`src/rtl/alu_pipe.sv`:
```
// alu_pipe: two-stage pipelined 16-op ALU with valid/ready
// handshake, registered status flags and a consumed-result counter.
module alu_pipe #(
  parameter int WIDTH = 8,
  parameter int CNT_W = 16
) (
  input  logic             clk,
  input  logic             rst_n,
  input  logic             in_valid,
  output logic             in_ready,
  input  logic [WIDTH-1:0] a,
  input  logic [WIDTH-1:0] b,
  input  logic [3:0]       sel,
  output logic             out_valid,
  input  logic             out_ready,
  output logic [WIDTH:0]   y,
  output logic             flag_z,
  output logic             flag_n,
  output logic             flag_c,
  output logic [CNT_W-1:0] op_count
);

  localparam logic [WIDTH:0] ONE = (WIDTH+1)'(1);
  localparam logic [CNT_W-1:0] CNT_ONE = CNT_W'(1);

  logic             s1_valid;
  logic [WIDTH-1:0] s1_a;
  logic [WIDTH-1:0] s1_b;
  logic [3:0]       s1_sel;

  logic             s1_load;
  logic             s2_load;
  logic             fire;

  logic [WIDTH:0]   za;
  logic [WIDTH:0]   zb;
  logic [WIDTH:0]   sa;
  logic [WIDTH:0]   sb;
  logic [WIDTH:0]   y_d;
  logic             z_d;
  logic             n_d;
  logic             c_d;

  assign s2_load  = s1_valid && (!out_valid || out_ready);
  assign in_ready = !s1_valid || s2_load;
  assign s1_load  = in_valid && in_ready;
  assign fire     = out_valid && out_ready;

  // zero-extended for arithmetic, sign-extended for logical ops
  assign za = {1'b0, s1_a};
  assign zb = {1'b0, s1_b};
  assign sa = {s1_a[WIDTH-1], s1_a};
  assign sb = {s1_b[WIDTH-1], s1_b};

  always_comb begin
    y_d = '0;
    if (s1_sel[3] == 1'b0) begin
      case (s1_sel[2:0])
        3'd0:    y_d = za + ONE;
        3'd1:    y_d = za - ONE;
        3'd2:    y_d = zb;
        3'd3:    y_d = zb + ONE;
        3'd4:    y_d = zb - ONE;
        3'd5:    y_d = za;
        3'd6:    y_d = za + zb;
        3'd7:    y_d = {s1_a, 1'b0};
        default: y_d = '0;
      endcase
    end else begin
      case (s1_sel[2:0])
        3'd0:    y_d = ~sa;
        3'd1:    y_d = ~sb;
        3'd2:    y_d = sa & sb;
        3'd3:    y_d = sa | sb;
        3'd4:    y_d = sa ^ sb;
        3'd5:    y_d = ~(sa ^ sb);
        3'd6:    y_d = ~(sa & sb);
        3'd7:    y_d = ~(sa | sb);
        default: y_d = '0;
      endcase
    end
  end

  assign z_d = (y_d[WIDTH-1:0] == '0);
  assign n_d = y_d[WIDTH-1];
  assign c_d = !s1_sel[3] && y_d[WIDTH];

  always_ff @(posedge clk or negedge rst_n) begin
    if (!rst_n) begin
      s1_valid <= 1'b0;
      s1_a     <= '0;
      s1_b     <= '0;
      s1_sel   <= '0;
    end else begin
      if (s1_load) begin
        s1_valid <= 1'b1;
        s1_a     <= a;
        s1_b     <= b;
        s1_sel   <= sel;
      end else if (s2_load) begin
        s1_valid <= 1'b0;
      end
    end
  end

  always_ff @(posedge clk or negedge rst_n) begin
    if (!rst_n) begin
      out_valid <= 1'b0;
      y         <= '0;
      flag_z    <= 1'b0;
      flag_n    <= 1'b0;
      flag_c    <= 1'b0;
    end else begin
      if (s2_load) begin
        out_valid <= 1'b1;
        y         <= y_d;
        flag_z    <= z_d;
        flag_n    <= n_d;
        flag_c    <= c_d;
      end else if (out_ready) begin
        out_valid <= 1'b0;
      end
    end
  end

  always_ff @(posedge clk or negedge rst_n) begin
    if (!rst_n) begin
      op_count <= '0;
    end else if (fire) begin
      op_count <= op_count + CNT_ONE;
    end
  end

endmodule

```
`config.mk`:
```
export PLATFORM = sky130hd
export DESIGN_NAME = alu_pipe
export DESIGN_NICKNAME = d
export VERILOG_FILES = /design/src/rtl/alu_pipe.sv
export SDC_FILE = /design/constraint.sdc
export NUM_CORES = 1
export LEC_CHECK = 0
export CORE_UTILIZATION = 41
export DETAILED_ROUTE_END_ITERATION = 12
export SYNTH_ARGS = -nofsm -noshare
export SYNTH_HDL_FRONTEND = slang
export SYNTH_SLANG_ARGS = --single-unit
```
`constraint.sdc`:
```
create_clock -name clk -period 6.72 [get_ports clk]
set_clock_uncertainty 0.2 [all_clocks]
set_input_delay 1.008 -clock clk [delete_from_list [all_inputs] [get_ports clk]]
set_output_delay 1.008 -clock clk [all_outputs]
set_load 0.02 [all_outputs]
```
# Word level (Yosys, flattened, before mapping)
# Index checks and enable logic that the tools add are counted.
# W data, S select, Z words.
# op_classes
n_mux	7
n_bitwise	8
n_reduce_logical	13
addsub	6
n_eq_ne	7
# ops
cell	count
$pmux W9 S8	2
$not A9 Y9	5
$add A8 B1 Y9 const B	2
$sub A8 B1 Y9 const B	2
$add A16 B1 Y16 const B	1
$eq A3 B3 Y1 const B	4
$add A8 B8 Y9	1
$and A9 B9 Y9	1
$mux W9	1
$or A9 B9 Y9	1
$xor A9 B9 Y9	1
$logic_not A8 Y1	1
$eq A3 B2 Y1 const B	2
$logic_and A1 B1 Y1	4
$mux W1	4
$reduce_bool A2 Y1	2
$eq A3 B1 Y1 const B	1
$logic_not A1 Y1	3
$logic_not A3 Y1	1
$logic_or A1 B1 Y1	2
# word_totals
wordCells	51
out_inout_bits	30
register_bits	50

# Longest topological paths before layout
# depth
word_depth	6
ltp_mapped	14
depth_no_buf	11

# Worst setup path after synthesis
# Ideal clock, no wire load.
# synth_timing
kind	reg-to-reg
start	reg s1_sel[1]
end	reg y[7]
setup_slack_ns	3.456
arrival_time_ns	2.999
required_ns	6.455
stages_incl_launch_ff	14
period_less_slack_ns	3.264
setup_ns	0.065
path_cell_list	dfrtp_1 buf_4 buf_4 buf_2 nor3_1 a21o_1 ha_1 a211oi_1 o21ai_0 a31oi_1 xnor2_1 nor2_1 o31ai_1 mux2_2
# synth_between
elab_chain_len	3
# synth_rtl
element	line_no	text
start: declaration	29	logic [3:0] s1_sel;
start signal: assignment	99	s1_sel <= sel;
$eq A3 B3 Y1, or another cell as far along	58, 70	
$pmux W9 S8, on equally long branches	58, 70	
$mux W9 *	57	if (s1_sel[3] == 1'b0) begin
end signal: assignment	116	y <= y_d;
end: declaration	16	output logic [WIDTH:0] y,
# Mark *: on every way between the ends. The rest lies on a longest branch, timed or not.
# A chain may end at the register's enable or synchronous reset.

# Worst setup path in the final report
# layout_timing
start	reg s1_sel[2]
end	reg flag_z
# layout_between
elab_chain_len	4
# layout_rtl
element	line_no	text
$eq A3 B3 Y1, or another cell as far along	58, 70	
$pmux W9 S8, on equally long branches	58, 70	
$mux W9 *	57	
$logic_not A8 Y1 *	84	assign z_d = (y_d[WIDTH-1:0] == '0);
end signal: assignment	117	flag_z <= z_d;
end: declaration	17	output logic flag_z,
# Marked as above.

==> impl_metrics.toml <==
[run_status]
status = "completed"

[floorplanning]
die_w_um = 100
ios = 54
rows = 35
core_um2 = 9280
start_util_pct = 42.7
die_area_um2 = 10100
die_h_um = 100

[flow_run]
drv_cap = 0

[cts]
cts_buffer_depth = 2
clk_pin_slew_ns = 0.10
cts_tree = "done"
h-tree-depth = 2
cts_setup_buffers = 0
cts_resized = 0
cts_hold_buf = 0
clockRootBuffer = "clkbuf_8"
clkSinkCount = 49
worstSkewPairLatency_ns = 0.31
cts_buffers = 5

[critical_path]
worst_ep_required_time_ns = 6.75
crit_chain = "buf_4 > nor3_1 > a21o_1 > ha_1 > a211oi_1 > nor2_1 > xor2_1 > o311ai_0 > nand4b_1 > o31ai_2"
end_kind = "register"
slowest_delay_ns = 0.75
critPathLaunchType = "register"
crit_fanout = 33
slowest_stage = "nor3_1"
critical_path_arrival_ns = 3.73
criticalPathCategory = "reg -> reg"

[timing]
post-route-min-period_ns = 3.70
setup_viol = 0
slew_headroom_pct = 41.5
max_freq_mhz = 270
hold_violations = 0
max_slew.worst_pin.slew_ns = 0.871
rsz0062_at_grt = "no"
setup_tns_ns = 0
fin_crit_sh_pct = 55.1
slew_violations = 0

[global_route]
grt_pass1_vias = 3341
grt_antenna_before_repair = 0
overflow = 0
grt.total_usage_pct = 22.2
grt_pass1_wl_um = 17400
grt_max_degree = 50

[detailed_routing]
via_per_inst = 5.64
first_pass_iters = 7
ant_nets = 0
drc = 0
via_count = 3410
wl_per_cell_um = 17.3
drtIter0Drc = 246
wl_um = 10500

[yosys]
ys_ff_latch = 49
async_flop_share_pct = 100
synthCells = 432
ys.flop_type = "dfrtp_1"
yosysSeqAreaShare_pct = 31.0
synth_cell_types = 65
yosys_warnings = 0
synth_area_um2 = 3960
syn_avg_cell_area_um2 = 9.17
synth_nets = 490
synth_edf_count = 0

[power_and_ir_drop]
p_leak_nw = 2.02
peakVddDrop_mv = 0.181
power_density_nw_per_um2 = 284

[placed_design]
hpwl_um = 7690
portBuffers = 53
dp_cells = 597
gp_congestion = 0.914

[layout]
final_nets = 533
antenna_cells = 0
syn2layout_area_growth_pct = 17.6
drive_gt1_share_pct = 10.5
finalNonFillerCells = 605

[worst_hold_path]
worstHoldPathType = "reg -> reg"
[metrics by stage]
step	setup slack (ns)	utilization (%)	instance area [um^2]	hold slack, ns	total power, W
finish	3.02	50.1	4660	0.279	0.00132
global placement	3.02	48.9	4540	0.260	0.00110
floorplan	3.46	-	3960	0.271	0.000879
global route	2.82	50.1	4660	0.316	0.00142
detailed placement	3.12	48.9	4540	0.274	0.00110
CTS	3.10	50.1	4660	0.288	0.00133
[worst max-delay path: cells and delay by family, from the launching register on]
family	cells	cell delay [ns]
compound gates	4	1.31
simple gates	3	1.05
flops	1	0.41
buf+inv	1	0.25
fa+ha+maj	1	0.24
xor+xnor	1	0.16
[layout by cell type (no fill, tap or decap), types with 5 or more instances in the layout]
| cell | Yosys | final |
|---|---|---|
| nor2_1 | 29 | 29 |
| clkbuf_8 | 0 | 5 |
| buf_4 | 6 | 5 |
| nand2_1 | 36 | 36 |
| o21ai_0 | 24 | 24 |
| mux2_2 | 24 | 24 |
| a21o_1 | 7 | 7 |
| nor2b_1 | 13 | 13 |
| o211ai_1 | 8 | 8 |
| clkdlybuf4s50_1 | 0 | 52 |
| nand3_1 | 8 | 8 |
| xnor2_1 | 18 | 18 |
| nor3_1 | 8 | 8 |
| o31ai_1 | 6 | 6 |
| ha_1 | 32 | 32 |
| dfrtp_1 | 49 | 49 |
| xor2_1 | 6 | 6 |
| a21oi_1 | 23 | 23 |
| inv_1 | 29 | 29 |
| o21bai_1 | 6 | 6 |
| o21a_1 | 6 | 6 |
| nand2b_1 | 7 | 7 |
[routing by layer]
metal	global-route usage [%]	part of all wire (%)	vias to the layer above
met1	32.1	48	1645
met5	0	0	-
met2	33.7	44	108
met3	3.83	5.6	17
met4	7.25	2.1	0
li1	-	-	1640
[flip-flops by register name, indices dropped and copies added (netlist names)]
| register | flops |
|---|---|
| s1_sel | 4 |
| out_valid | 1 |
| s1_b | 8 |
| op_count | 16 |
| flag_c | 1 |
| s1_valid | 1 |
| flag_z | 1 |
| y | 9 |
| s1_a | 8 |
[area by class of cell]
type,instances,area [um^2]
clock buffers,5,68.8
clock inverters,3,43.8
fillers,930,4630
inverters,29,109
multi-input cells,332,2480
flip-flops and latches,49,1230
well taps,129,161
repair buffers,58,563
[kinds of logic (layout without fill, tap and decap cells)]
group           count (synthesis)  in the layout  share of synthesized area (%)
simple gates                  124            124                           15.8
fa+ha+maj                      35             35                           11.4
xor+xnor                       24             24                           5.31
buf+inv                        51             95                           6.32
flops                          49             49                           31.0
compound gates                118            118                           20.7
mux                            31             31                           9.54
[final timing paths]
kind | from | to | slack (ns) | depth (start not counted)
setup / recovery | s1_sel[2]$_DFFE_PN0P_ | flag_z$_DFFE_PN0P_ | 3.02 | 10
hold / removal | op_count[15]$_DFFE_PN0P_ | op_count[15]$_DFFE_PN0P_ | 0.28 | 1
setup reg to reg | s1_sel[2]$_DFFE_PN0P_ | flag_z$_DFFE_PN0P_ | 3.02 | 10
hold reg to reg | op_count[15]$_DFFE_PN0P_ | op_count[15]$_DFFE_PN0P_ | 0.28 | 1
max in group asynchronous | rst_n | op_count[9]$_DFFE_PN0P_ | 5.28 | 2
min in group asynchronous | rst_n | s1_b[4]$_DFFE_PN0P_ | 0.60 | 2
[power breakdown]
part           switching (W)  internal, W
Combinational       0.000360     0.000304
Sequential         0.0000836     0.000355
Clock               0.000107     0.000112
[cell usage after synthesis (all sizes together), types with 4 or more instances]
master / number / area [um^2]
o21bai: 6 / 45.0
nor3: 9 / 56.3
inv: 29 / 109
nor2: 29 / 109
dfrtp: 49 / 1230
buf: 15 / 115
nand4: 4 / 25.0
a21o: 7 / 52.6
a211oi: 4 / 30.0
nand2: 37 / 141
nand2b: 7 / 43.8
o21a: 6 / 45.0
ha: 32 / 400
o21ai: 24 / 120
nand3: 8 / 40.0
clkbuf: 7 / 26.3
o31ai: 7 / 57.6
a21oi: 23 / 115
xor2: 6 / 52.6
o211ai: 8 / 60.1
xnor2: 18 / 158
mux2i: 4 / 40.0
mux2: 24 / 270
nor2b: 13 / 81.3
a22oi: 4 / 30.0
o2bb2ai: 4 / 35.0
(Power assumes the default switching activity.)
